## src/rtl/trap_unit_pkg.sv

```systemverilog
// Shared definitions for the machine-mode trap unit: CSR addresses, cause codes,
// mstatus/mie/mip bit positions, FSM states and the mstatus read-view helper.
package trap_unit_pkg;

  localparam int unsigned XLEN    = 32;
  localparam int unsigned CSR_AW  = 12;

  localparam logic [CSR_AW-1:0] CSR_MSTATUS = 12'h300;
  localparam logic [CSR_AW-1:0] CSR_MIE     = 12'h304;
  localparam logic [CSR_AW-1:0] CSR_MTVEC   = 12'h305;
  localparam logic [CSR_AW-1:0] CSR_MEPC    = 12'h341;
  localparam logic [CSR_AW-1:0] CSR_MCAUSE  = 12'h342;
  localparam logic [CSR_AW-1:0] CSR_MTVAL   = 12'h343;
  localparam logic [CSR_AW-1:0] CSR_MIP     = 12'h344;

  localparam logic [XLEN-1:0] CAUSE_ILLEGAL    = 32'd2;
  localparam logic [XLEN-1:0] CAUSE_BREAKPOINT = 32'd3;
  localparam logic [XLEN-1:0] CAUSE_ECALL_M    = 32'd11;
  localparam logic [XLEN-1:0] CAUSE_EXT_IRQ    = 32'h8000_000B;

  localparam int unsigned MSTATUS_MIE  = 3;
  localparam int unsigned MSTATUS_MPIE = 7;
  localparam int unsigned MIE_MEIE     = 11;
  localparam int unsigned MIP_MEIP     = 11;

  localparam logic [1:0] MTVEC_MODE_VECTORED = 2'b01;

  typedef enum logic {
    ST_IDLE     = 1'b0,
    ST_REDIRECT = 1'b1
  } trap_state_e;

  // mstatus as software sees it: MPP fixed at machine mode, only MIE/MPIE live.
  function automatic logic [XLEN-1:0] mstatus_pack(input logic mie, input logic mpie);
    logic [XLEN-1:0] v;
    v = '0;
    v[12:11]         = 2'b11;
    v[MSTATUS_MIE]   = mie;
    v[MSTATUS_MPIE]  = mpie;
    return v;
  endfunction

endpackage

```

## src/rtl/trap_unit_irq_sync.sv

```systemverilog
// Reset-to-0 multi-flop synchronizer bringing the asynchronous irq_ext into clk.
module trap_unit_irq_sync #(
  parameter int unsigned STAGES = 2
) (
  input  logic clk,
  input  logic reset,
  input  logic irq_async,
  output logic irq_sync
);

  logic [STAGES-1:0] sync_q;

  always_ff @(posedge clk or posedge reset) begin
    if (reset) begin
      sync_q <= '0;
    end else begin
      sync_q <= {sync_q[STAGES-2:0], irq_async};
    end
  end

  assign irq_sync = sync_q[STAGES-1];

endmodule

```

## src/rtl/trap_unit.sv

```systemverilog
// Machine-mode trap responder: owns the trap CSRs, takes exceptions/interrupts/MRET
// and issues a one-cycle flush + redirect. Define TRAP_VECTORED_EN for vectored mtvec.
module trap_unit
  import trap_unit_pkg::*;
#(
  parameter logic [31:0] MTVEC_RESET     = 32'h0000_0000,
  parameter int unsigned IRQ_SYNC_STAGES = 2
) (
  input  logic              clk,
  input  logic              reset,
  input  logic              inst_valid,
  input  logic [XLEN-1:0]   inst_pc,
  input  logic [XLEN-1:0]   inst_word,
  input  logic              illegal_inst,
  input  logic              is_ecall,
  input  logic              is_ebreak,
  input  logic              is_mret,
  input  logic              irq_ext,
  input  logic [CSR_AW-1:0] csr_addr,
  input  logic              csr_we,
  input  logic [XLEN-1:0]   csr_wdata,
  output logic [XLEN-1:0]   csr_rdata,
  output logic              csr_hit,
  output logic              redirect_valid,
  output logic [XLEN-1:0]   redirect_pc,
  output logic              flush,
  output logic              busy
);

  trap_state_e     state_q;
  logic            mie_q;
  logic            mpie_q;
  logic            meie_q;
  logic [29:0]     mtvec_base_q;
  logic [1:0]      mtvec_mode;
  logic [29:0]     mepc_q;
  logic [XLEN-1:0] mcause_q;
  logic [XLEN-1:0] mtval_q;

  logic            irq_s;
  logic            irq_pend;
  logic            take_irq;
  logic            take_exc;
  logic            take_mret;
  logic            accept;
  logic            csr_wr;
  logic [XLEN-1:0] cause_nxt;
  logic [XLEN-1:0] tval_nxt;
  logic [XLEN-1:0] base;
  logic [XLEN-1:0] target;

  trap_unit_irq_sync #(.STAGES(IRQ_SYNC_STAGES)) u_irq_sync (
    .clk       (clk),
    .reset     (reset),
    .irq_async (irq_ext),
    .irq_sync  (irq_s)
  );

  // Event arbitration: interrupt beats exceptions, exceptions beat MRET.
  always_comb begin
    irq_pend  = irq_s & meie_q & mie_q;
    take_irq  = 1'b0;
    take_exc  = 1'b0;
    take_mret = 1'b0;
    cause_nxt = '0;
    tval_nxt  = '0;
    if (state_q == ST_IDLE && inst_valid) begin
      if (irq_pend) begin
        take_irq  = 1'b1;
        cause_nxt = CAUSE_EXT_IRQ;
      end else if (illegal_inst) begin
        take_exc  = 1'b1;
        cause_nxt = CAUSE_ILLEGAL;
        tval_nxt  = inst_word;
      end else if (is_ebreak) begin
        take_exc  = 1'b1;
        cause_nxt = CAUSE_BREAKPOINT;
        tval_nxt  = inst_pc;
      end else if (is_ecall) begin
        take_exc  = 1'b1;
        cause_nxt = CAUSE_ECALL_M;
      end else if (is_mret) begin
        take_mret = 1'b1;
      end
    end
    accept = take_irq | take_exc | take_mret;
    csr_wr = csr_we & (state_q == ST_IDLE) & ~accept;

    base   = {mtvec_base_q, 2'b00};
    target = base;
    if (take_mret) begin
      target = {mepc_q, 2'b00};
    end else if (take_irq && mtvec_mode == MTVEC_MODE_VECTORED) begin
      target = base + {25'd0, cause_nxt[4:0], 2'b00};
    end
  end

`ifdef TRAP_VECTORED_EN
  logic [1:0] mtvec_mode_q;

  always_ff @(posedge clk or posedge reset) begin
    if (reset) begin
      mtvec_mode_q <= MTVEC_RESET[1:0];
    end else if (csr_wr && csr_addr == CSR_MTVEC) begin
      mtvec_mode_q <= csr_wdata[1:0];
    end
  end

  assign mtvec_mode = mtvec_mode_q;
`else
  assign mtvec_mode = 2'b00;
`endif

  // FSM, registered redirect outputs and trap CSR updates.
  always_ff @(posedge clk or posedge reset) begin
    if (reset) begin
      state_q        <= ST_IDLE;
      redirect_valid <= 1'b0;
      flush          <= 1'b0;
      busy           <= 1'b0;
      redirect_pc    <= '0;
      mie_q          <= 1'b0;
      mpie_q         <= 1'b0;
      meie_q         <= 1'b0;
      mtvec_base_q   <= MTVEC_RESET[31:2];
      mepc_q         <= '0;
      mcause_q       <= '0;
      mtval_q        <= '0;
    end else begin
      state_q        <= ST_IDLE;
      redirect_valid <= 1'b0;
      flush          <= 1'b0;
      busy           <= 1'b0;
      case (state_q)
        ST_IDLE: begin
          if (accept) begin
            state_q        <= ST_REDIRECT;
            redirect_valid <= 1'b1;
            flush          <= 1'b1;
            busy           <= 1'b1;
            redirect_pc    <= target;
            if (take_mret) begin
              mie_q  <= mpie_q;
              mpie_q <= 1'b1;
            end else begin
              mepc_q   <= inst_pc[31:2];
              mpie_q   <= mie_q;
              mie_q    <= 1'b0;
              mcause_q <= cause_nxt;
              mtval_q  <= tval_nxt;
            end
          end else if (csr_wr) begin
            case (csr_addr)
              CSR_MSTATUS: begin
                mie_q  <= csr_wdata[MSTATUS_MIE];
                mpie_q <= csr_wdata[MSTATUS_MPIE];
              end
              CSR_MIE:    meie_q       <= csr_wdata[MIE_MEIE];
              CSR_MTVEC:  mtvec_base_q <= csr_wdata[31:2];
              CSR_MEPC:   mepc_q       <= csr_wdata[31:2];
              CSR_MCAUSE: mcause_q     <= csr_wdata;
              CSR_MTVAL:  mtval_q      <= csr_wdata;
              default: ;
            endcase
          end
        end
        ST_REDIRECT: ;
        default: ;
      endcase
    end
  end

  // Software read port; unowned addresses read zero.
  always_comb begin
    csr_rdata = '0;
    csr_hit   = 1'b1;
    case (csr_addr)
      CSR_MSTATUS: csr_rdata = mstatus_pack(mie_q, mpie_q);
      CSR_MIE:     csr_rdata[MIE_MEIE] = meie_q;
      CSR_MTVEC:   csr_rdata = {mtvec_base_q, mtvec_mode};
      CSR_MEPC:    csr_rdata = {mepc_q, 2'b00};
      CSR_MCAUSE:  csr_rdata = mcause_q;
      CSR_MTVAL:   csr_rdata = mtval_q;
      CSR_MIP:     csr_rdata[MIP_MEIP] = irq_s;
      default:     csr_hit = 1'b0;
    endcase
  end

endmodule

```

## config.mk

```make
export PLATFORM = sky130hd
export DESIGN_NAME = trap_unit
export DESIGN_NICKNAME = d
export VERILOG_FILES = /design/src/rtl/trap_unit_pkg.sv /design/src/rtl/trap_unit_irq_sync.sv /design/src/rtl/trap_unit.sv
export SDC_FILE = /design/constraint.sdc
export NUM_CORES = 1
export LEC_CHECK = 0
export ABC_AREA = 1
export CORE_MARGIN = 5
export CORE_UTILIZATION = 25
export CTS_BUF_LIST = sky130_fd_sc_hd__clkbuf_4
export CTS_CLUSTER_DIAMETER = 40
export DETAILED_ROUTE_END_ITERATION = 16
export HOLD_SLACK_MARGIN = 0.1
export SLEW_MARGIN = 20
export SYNTH_ARGS = -nofsm -noshare
export SYNTH_HDL_FRONTEND = slang
export SYNTH_SLANG_ARGS = --single-unit
```

## constraint.sdc

```tcl
create_clock -name clk -period 6.3 [get_ports clk]
set_clock_uncertainty 0.05 [all_clocks]
set_input_delay 1.89 -clock clk [delete_from_list [all_inputs] [get_ports clk]]
set_output_delay 1.89 -clock clk [all_outputs]
set_load 0.02 [all_outputs]
```

* After elaboration in Yosys (flattened, before gate mapping)
Index checks and enable logic that the tools add are counted.
** Operators by class
- Bitwise operators :: 8
- Equality and inequality tests :: 8
- Muxes and demuxes :: 49
- Reductions and logical operators :: 14
** Operator list (number)
- $mux 32 :: 15
- $mux 30 :: 4
- $pmux 20 s5 :: 1
- $eq 12x10->1 const B :: 7
- $pmux 11 s5 :: 1
- $mux 1 :: 24
- $reduce_and 4->1 :: 5
- $mux 4 :: 3
- $reduce_bool 2->1 :: 5
- $pmux 1 s7 :: 1
- $reduce_or 7->1 :: 1
- $and 1x1->1 :: 4
- $reduce_and 3->1 :: 1
- $ne 2x2->1 const B :: 1
- $not 1->1 :: 2
- $or 1x1->1 :: 2
- $reduce_and 2->1 :: 1
- $logic_and 1x1->1 :: 1
** Word-level totals
- Logic and storage cells :: 89
- Output and inout port bits :: 68
- Bits in registers :: 162

* Depth between registers and ports, before layout
Gate-level depths: netlist of the first run.
- Word-level depth :: 11
- Mapped depth :: 11
- Gate-level depth less buffers :: 10

* Modules after synthesis
A second synthesis of the first run with hierarchy kept.
** Second synthesis, totals
- Cell total of the unflattened synthesis :: 1419
- Area total of the unflattened synthesis :: 9355.2 um2
** By module, submodules not included
- trap_unit :: area an instance 9301.4 um2, cells an instance 1416, times used 1, sequential area each 3953.8 um2
- trap_unit_irq_sync :: area an instance 53.8 um2, cells an instance 3, times used 1, sequential area each 50.0 um2

* Least setup slack after synthesis of the first run
No wires, ideal clock.
- Kind :: input-to-output
- Start :: input csr_addr[11]
- End :: output csr_rdata[10]
- Setup slack :: 1389 ps
- Path buffers :: 1
- Arrival :: 2971 ps
- Cell stages on the path :: 10
- Data required time :: 4360 ps
- Cell sequence :: nor2_2 -> nand3_2 -> nor2_1 -> nand2_1 -> inv_2 -> buf_4 -> nand2_1 -> nand2_1 -> inv_1 -> nand2_1
** Between the ends
- Longest elaborated chain between the ends :: 2
** RTL lines
- start, declared :: RTL line trap_unit.sv:19 : input logic [CSR_AW-1:0] csr_addr,
- $eq 12x10->1 :: RTL line trap_unit.sv:177 : case (csr_addr)
- $pmux 11 s5 (*) :: RTL line trap_unit.sv:177
- end, declared :: RTL line trap_unit.sv:22 : output logic [XLEN-1:0] csr_rdata,
Mark *: on every way between the ends. The rest lies on a longest branch, timed or not.

* Final worst setup path of the first run
- Start :: input csr_addr[7]
- End :: output csr_rdata[17]
** Between the ends
- Longest elaborated chain between the ends :: 2
** RTL lines (RTL line)
- $eq 12x10->1 :: trap_unit.sv:177
- $pmux 20 s5 (*) :: trap_unit.sv:177
Marked as above.

==> flow_summary.json, run 1 <==
{
  "pwr-share-seq_pct": 48.4,
  "syn2layout_area_growth_pct": 27.9,
  "netlist_instances": 1420,
  "yosysTopAreaCellShare_pct": 42.5,
  "final-setup-viol-count": 0,
  "grt_max_degree": 98,
  "place_ws_ns": 0.179,
  "die_w_um": 204,
  "final-seq-area_mm2": 0.00400,
  "rsz0062_at_grt": "false",
  "r2r-end": "mcause_q[16]$_DFFE_PP0P_",
  "synth_area_leaders": "dfrtp_1 43%, nand2_1 29%, nand3_1 11%, inv_1 4.2%, nor2_1 2.0%",
  "gp_congestion": 0.853,
  "worstMarginPinSlew_ns": 1.09,
  "cp.arrival_ns": 4.17,
  "critPathCapture": "csr_rdata[17]",
  "final_cells": 2090,
  "die_h_um": 204,
  "critical_path.endpoint_type": "output port",
  "grt_antenna_before_repair": 4,
  "cp.depth": 12,
  "fmax_mhz": 164,
  "detail_route.iter0.violations": 852,
  "yosys_warnings": 0,
  "numPortBuffers": 182,
  "htreeDepth": 4,
  "globalRoute.totalOverflow": 0,
  "crit_family": "buffers and inverters",
  "holdBufCountCts": 0,
  "place_inst": 2056,
  "ir_drop_mv": 0.129,
  "cts-resized-gates": 0,
  "drc": 0,
  "crit_chain": "clkdlybuf4s50_1 -> inv_1 -> nand3_2 -> nor2_1 -> nand2_1 -> inv_2 -> buf_4 -> nand2_1 -> nand2_1 -> inv_1 -> nand2_1 -> clkdlybuf4s50_1",
  "dp_hpwl_um": 24100,
  "rows": 71,
  "crit_buf_inv": 6,
  "cp_common_cell": "nand2_1",
  "synth_top_area_cell": "dfrtp_1",
  "final.fill_count": 4120,
  "fin_nets": 1681,
  "clock_path_buffers": 2,
  "p_comb_share_pct": 26.2,
  "dpl_cell_area_mm2": 0.0117,
  "power_switching_mw": 1.03,
  "grt_pass1_vias": 9656,
  "crit_start": "csr_addr[7]",
  "routed_wl_um": 37400,
  "synth_area_mm2": 0.00942,
  "multiInputGateArea_mm2": 0.00452,
  "ys_seq_area_share_pct": 42.5,
  "ios": 185,
  "hp-class": "flip-flop to flip-flop",
  "cts_made_buffers": 17,
  "ys_ff_latch": 160,
  "critPathMaxStageDelay_ns": 0.62,
  "cpMaxStageDelayCell": "clkdlybuf4s50_1",
  "grt.total_usage_pct": 17.8,
  "synth_cell_types": 27,
  "finish.utilization_pct": 32.2,
  "cts_setup_buffers": 0,
  "drive_gt1_share_pct": 6.21,
  "worstSkewPairLatency_ns": 0.56,
  "timing.setup.tns_ns": 0,
  "finalCritPeriodShare_pct": 97.1,
  "postRouteAntennaNets": 0,
  "worst-path-max-fanout": 14,
  "sw_frac_of_total_pct": 35.6,
  "layout_setup_ws_ns": 0.185,
  "initial_core_util_pct": 25.2,
  "die-area_mm2": 0.0417,
  "dr.pass1.iters": 7,
  "drv_slew": 0,
  "cp-start-kind": "primary input",
  "hp-start": "u_irq_sync.sync_q[0]$_DFF_PP0_",
  "path_class": "primary input to output port",
  "min_period_ns": 6.11,
  "num_vias": 9784,
  "finalHoldViolCount": 0,
  "grt_pass1_wl_um": 57500,
  "core-area_mm2": 0.0374,
  "viasPerCell": 4.68,
  "cts_root_buf": "clkbuf_4",
  "r2r_start": "state_q$_DFF_PP0_",
  "rr_worst_depth": 6,
  "cts_tree": "done",
  "pwr-share-clk_pct": 25.5,
  "r2r_slack_ns": 3.30,
  "p_per_area_mw_per_mm2": 240,
  "cap_viol_max_count": 0,
  "p_leak_nw": 6.30,
  "outcome": "complete, no violations",
  "required_ns": 4.36,
  "synth_area_per_cell_um2": 6.63,
  "clk_pin_slew_worst_paths_ns": 0.16,
  "cts_num_sinks": 160,
  "p_int_mw": 1.86,
  "fin_area_mm2": 0.0120,
  "routedWlPerCell_um": 17.9,
  "slew-limit-headroom_pct": 27.0
}
==> Yosys cell counts (all sizes together) <==
| library cell | count |
|---|---|
| clkbuf | 20 |
| inv | 114 |
| conb | 1 |
| nand2 | 732 |
| clkinv | 1 |
| a21oi | 2 |
| nor2 | 59 |
| nor3b | 3 |
| buf | 66 |
| nor3 | 1 |
| a31oi | 28 |
| o21ai | 15 |
| dfrtp | 160 |
| nand4 | 5 |
| nand3 | 213 |
==> metal layers <==
| metal | global-route usage [%] | vias to the layer above | wire (um) |
|---|---|---|---|
| met4 | 4.86 | 4 | 552 |
| met3 | 3.52 | 34 | 2780 |
| met5 | 0 | - | 21 |
| met2 | 28.2 | 393 | 17100 |
| li1 | - | 4689 | - |
| met1 | 24.9 | 4664 | 17000 |
==> cell type report <==
type | count | share of cell area, %
well taps | 511 | 5.31
diodes | 2 | 0.0415
clock buffers | 18 | 1.12
repair buffers | 210 | 17.6
flip-flops and latches | 160 | 33.2
clock inverters | 14 | 1.55
multi-input cells | 1060 | 37.5
inverters | 115 | 3.63
==> flip-flops by register name, summed over array words and instances, names as in the netlist <==
| signal | flops |
|---|---|
| mtval_q | 32 |
| u_irq_sync.sync_q | 2 |
| state_q | 1 |
| mtvec_base_q | 30 |
| meie_q | 1 |
| mie_q | 1 |
| mpie_q | 1 |
| mcause_q | 32 |
| mepc_q | 30 |
| redirect_pc | 30 |
==> worst min path at each step <==
stage	to	slack [ns]	depth (start not counted)
floorplan	u_irq_sync.sync_q[1]$_DFF_PP0_	0.28	0
global placement	u_irq_sync.sync_q[1]$_DFF_PP0_	0.28	0
detailed placement	u_irq_sync.sync_q[1]$_DFF_PP0_	0.29	0
CTS	u_irq_sync.sync_q[1]$_DFF_PP0_	0.35	0
global route	u_irq_sync.sync_q[1]$_DFF_PP0_	0.35	0
finish	u_irq_sync.sync_q[1]$_DFF_PP0_	0.35	0
==> power groups by stage <==
| stage | combinational, mW | sequential, mW | clock [mW] |
|---|---|---|---|
| 3_3_place_gp | 0.743 | 1.41 | 0 |
| 5_1_grt | 0.839 | 1.43 | 0.788 |
| 3_5_place_dp | 0.757 | 1.42 | 0 |
| 2_1_floorplan | 0.417 | 1.42 | 0 |
| 6_report | 0.755 | 1.40 | 0.736 |
| 4_1_cts | 0.762 | 1.39 | 0.759 |
==> worst reg2reg max path: cells and delay by family, from the launching register on <==
family	cells	cell delay, ns
flops	1	0.48
simple gates	6	2.42
==> stage by stage <==
step	hold slack (ns)	power, mW
5_1_grt	0.352	3.05
2_1_floorplan	0.281	1.84
6_report	0.355	2.89
4_1_cts	0.347	2.92
3_5_place_dp	0.290	2.17
3_3_place_gp	0.282	2.15
==> kinds of logic (layout without fill, tap and decap cells) <==
kind of cell / Yosys count / in the layout / share of synthesized area (%)
flip-flops: 160 / 160 / 42.5
AND/OR/NAND/NOR: 1013 / 1013 / 44.7
other: 1 / 4 / 0.0398
buffers and inverters: 201 / 357 / 9.90
AO/OA/AOI/OAI: 45 / 45 / 2.84
==> cell usage in the layout (no fill, tap or decap), types with 3 or more instances in the layout <==
cell type,netlist,layout
nor2_2,4,4
inv_6,0,3
nand3_1,207,206
a31oi_1,28,28
nand2_2,4,4
clkinv_1,0,3
o21ai_1,7,7
nor2_1,50,50
bufinv_16,0,4
dfrtp_1,160,160
nor2_4,5,5
nand2_1,727,727
nand3_2,5,5
o21ai_0,8,8
nand4_1,5,5
clkbuf_4,0,18
buf_4,19,24
clkdlybuf4s50_1,0,176
buf_12,0,7
inv_2,8,8
inv_1,106,105
Power figures use the tool's default switching activity.
==> run 2, diff against run 1 <==
--- a/config.mk
+++ b/config.mk
@@ -7,12 +7,14 @@
 export LEC_CHECK = 0
 export ABC_AREA = 1
 export CORE_MARGIN = 5
-export CORE_UTILIZATION = 25
+export CORE_UTILIZATION = 49
 export CTS_BUF_LIST = sky130_fd_sc_hd__clkbuf_4
 export CTS_CLUSTER_DIAMETER = 40
 export DETAILED_ROUTE_END_ITERATION = 16
 export HOLD_SLACK_MARGIN = 0.1
+export PLACE_DENSITY = 0.79
 export SLEW_MARGIN = 20
 export SYNTH_ARGS = -nofsm -noshare
 export SYNTH_HDL_FRONTEND = slang
+export SYNTH_HIERARCHICAL = 1
 export SYNTH_SLANG_ARGS = --single-unit
==> run 2 against run 1 <==
Global-route usage increased by 12 points; critical path depth decreased by 1; cell area decreased by 3.6%; hold slack got worse by 0.031 ns; core utilization increased by 30 points; worst setup slack improved by 0.0040 ns; synthesized area decreased by 0.69%; first-iteration DRC count increased by 13%; clock power decreased by 12%; power decreased by 3.3%; die area decreased by 47%.
==> flow_summary.json, run 2 <==
{
  "cap_viol_max_count": 0,
  "final-setup-viol-count": 0,
  "p_int_mw": 1.82,
  "syn2layout_area_growth_pct": 24.2,
  "worstSkewPairLatency_ns": 0.57,
  "timing.setup.tns_ns": 0,
  "p_per_area_mw_per_mm2": 240,
  "num_vias": 9951,
  "hp-class": "flip-flop to flip-flop",
  "ir_drop_mv": 0.133,
  "synth_edf_count": 0,
  "synth_top_area_cell": "dfrtp_1",
  "dpl_cell_area_mm2": 0.0113,
  "die_h_um": 148,
  "synth_area_per_cell_um2": 6.59,
  "globalRoute.totalOverflow": 0,
  "viasPerCell": 5.50,
  "gp_congestion": 0.870,
  "ys_dominant_reg_cell": "dfrtp_1",
  "place_inst": 1776,
  "required_ns": 4.36,
  "slew-limit-headroom_pct": 24.3,
  "clk_pin_slew_worst_paths_ns": 0.13,
  "async_flop_share_pct": 100,
  "cts_tree": "done",
  "fin_area_mm2": 0.0116,
  "final.fill_count": 1773,
  "synthAdderAreaFrac_pct": 0,
  "layout_common_cells": "738 x nand2_1, 204 x nand3_1, 180 x clkdlybuf4s50_1",
  "finalHoldViolCount": 0,
  "outcome": "complete, no violations",
  "sw_frac_of_total_pct": 34.7,
  "synth_compound_area_share_pct": 2.67,
  "dp_hpwl_um": 20200,
  "core-area_mm2": 0.0188,
  "cts-resized-gates": 0,
  "htreeDepth": 4,
  "ios": 185,
  "synth_cell_types": 29,
  "grt_pass1_vias": 9728,
  "dr.pass1.iters": 5,
  "reg.largest.list": "mcause_q (32), mtval_q (32)",
  "synth.most_common_cell": "nand2_1",
  "cp.arrival_ns": 4.17,
  "finish.utilization_pct": 61.9,
  "path_class": "primary input to output port",
  "grt_pass1_wl_um": 50900,
  "final_cells": 1808,
  "routed_wl_um": 32000,
  "netlist_instances": 1419,
  "synthTopCellsByCount": "738 x nand2_1, 204 x nand3_1, 160 x dfrtp_1, 97 x inv_1, 55 x buf_2",
  "drc": 0,
  "postRouteAntennaNets": 0,
  "power_switching_mw": 0.968,
  "cp-start-kind": "primary input",
  "grt_max_degree": 115,
  "synth_top_family_by_area": "simple AND/OR/NAND/NOR gates",
  "ys_ff_latch": 160,
  "hp-start": "u_irq_sync/sync_q[0]$_DFF_PP0_",
  "critical_path.endpoint_type": "output port",
  "initial_core_util_pct": 49.8,
  "cts_root_buf": "clkbuf_4",
  "synthMuxAreaShare_pct": 0,
  "cts_setup_buffers": 0,
  "drv_slew": 0,
  "grt.total_usage_pct": 29.4,
  "rows": 50,
  "worstMarginPinSlew_ns": 1.13,
  "synth_area_leaders": "dfrtp_1 43%, nand2_1 30%, nand3_1 11%, inv_1 3.9%, buf_2 2.9%",
  "numPortBuffers": 182,
  "crit_start": "csr_addr[0]",
  "finalCritPeriodShare_pct": 97.0,
  "cts_num_sinks": 160,
  "grt_antenna_before_repair": 2,
  "synth_area_mm2": 0.00936,
  "yosys_warnings": 6,
  "hold_slack_ns": 0.324,
  "worst-path-max-fanout": 30,
  "die-area_mm2": 0.0220,
  "pwr-share-clk_pct": 23.2,
  "drive_gt1_share_pct": 5.79,
  "rsz0062_at_grt": "false",
  "min_period_ns": 6.11,
  "p_leak_nw": 6.25,
  "fmax_mhz": 164,
  "clock_path_buffers": 2,
  "cts_made_buffers": 17,
  "routedWlPerCell_um": 17.7,
  "pwr-share-seq_pct": 50.5,
  "yosys.area_share.simple_pct": 45.0,
  "fin_nets": 1678,
  "detail_route.iter0.violations": 962,
  "holdBufCountCts": 0,
  "ys_seq_area_share_pct": 42.8,
  "yosysTopAreaCellShare_pct": 42.8,
  "die_w_um": 148,
  "r2r_start": "state_q$_DFF_PP0_",
  "synthXorXnorAreaFrac_pct": 0,
  "final_common_cell": "nand2_1",
  "p_comb_share_pct": 26.3
}
==> run 2: cell count changes after synthesis, sizes merged <==
cell | previous run | this run
nand3b | 0 | 1
nor2 | 59 | 57
inv | 114 | 103
buf | 66 | 73
clkinv | 1 | 7
nor3 | 1 | 3
clkbuf | 20 | 16
nand3 | 213 | 210
nand4 | 5 | 2
a31oi | 28 | 30
nand2 | 732 | 741
and3 | 0 | 1
o21ai | 15 | 9
==> run 2: path summary, 6_finish.rpt <==
path / slack, ns / cells after the start / endpoint
worst max register to register: 3.33 / 10 / mepc_q[27]$_DFFE_PP0P_
worst min-delay path: 0.32 / 0 / u_irq_sync/sync_q[1]$_DFF_PP0_
worst max-delay path: 0.19 / 11 / csr_rdata[3]
worst min register to register: 0.32 / 0 / u_irq_sync/sync_q[1]$_DFF_PP0_
max in group asynchronous: 3.42 / 3 / redirect_pc[21]$_DFFE_PP0P_
min in group asynchronous: 1.55 / 2 / u_irq_sync/sync_q[1]$_DFF_PP0_
==> run 2: power by group through the flow <==
stage	combinational [mW]	clock [mW]	sequential (mW)
2_1_floorplan	0.406	0	1.43
3_3_place_gp	0.714	0	1.42
3_5_place_dp	0.730	0	1.42
4_1_cts	0.733	0.648	1.41
5_1_grt	0.816	0.695	1.44
6_report	0.735	0.647	1.41
==> run 2: final cells by class <==
cell class / count / area [um2] / share of cell area, %
Sequential cell: 160 / 4000 / 34.5
Inverter: 110 / 420 / 3.62
Tap cell: 234 / 293 / 2.52
Timing Repair Buffer: 211 / 2090 / 18.0
Antenna cell: 2 / 5.00 / 0.0431
Clock buffer: 19 / 143 / 1.23
Clock inverter: 11 / 141 / 1.22
Multi-Input combinational cell: 1061 / 4520 / 38.9
==> run 2: kinds of logic (layout without fill, tap and decap cells) <==
family,Yosys count,after routing
flops,160,160
simple gates,1018,1018
compound gates,41,41
other cells,1,4
buf+inv,199,351
==> run 2: stage by stage <==
| stage | setup WS (ns) | power, mW |
|---|---|---|
| after floorplan | 0.0968 | 1.84 |
| after global placement | 0.272 | 2.13 |
| after detailed placement | 0.217 | 2.15 |
| after CTS | 0.208 | 2.79 |
| after global routing | 0.0185 | 2.95 |
| final | 0.189 | 2.79 |
==> run 2: routing by layer <==
layer / vias to the layer above / global-route usage, % / share of wire [%] / wire length (um)
met4: 2 / 12.2 / 3.8 / 1220
li1: 4682 / - / - / -
met1: 4581 / 38.1 / 39 / 12500
met2: 566 / 48.0 / 47 / 15000
met3: 120 / 6.25 / 10 / 3270
met5: - / 0 / 0.025 / 8
==> run 2: critical path, stage by stage <==
cell             delay (ns)
clkdlybuf4s50_1        0.56
nand2_1                0.11
nor2_1                 0.19
inv_1                  0.07
nor3_2                 0.18
buf_12                 0.26
nand2_1                0.07
nand2_1                0.07
inv_1                  0.03
nand2_1                0.10
clkdlybuf4s50_1        0.62
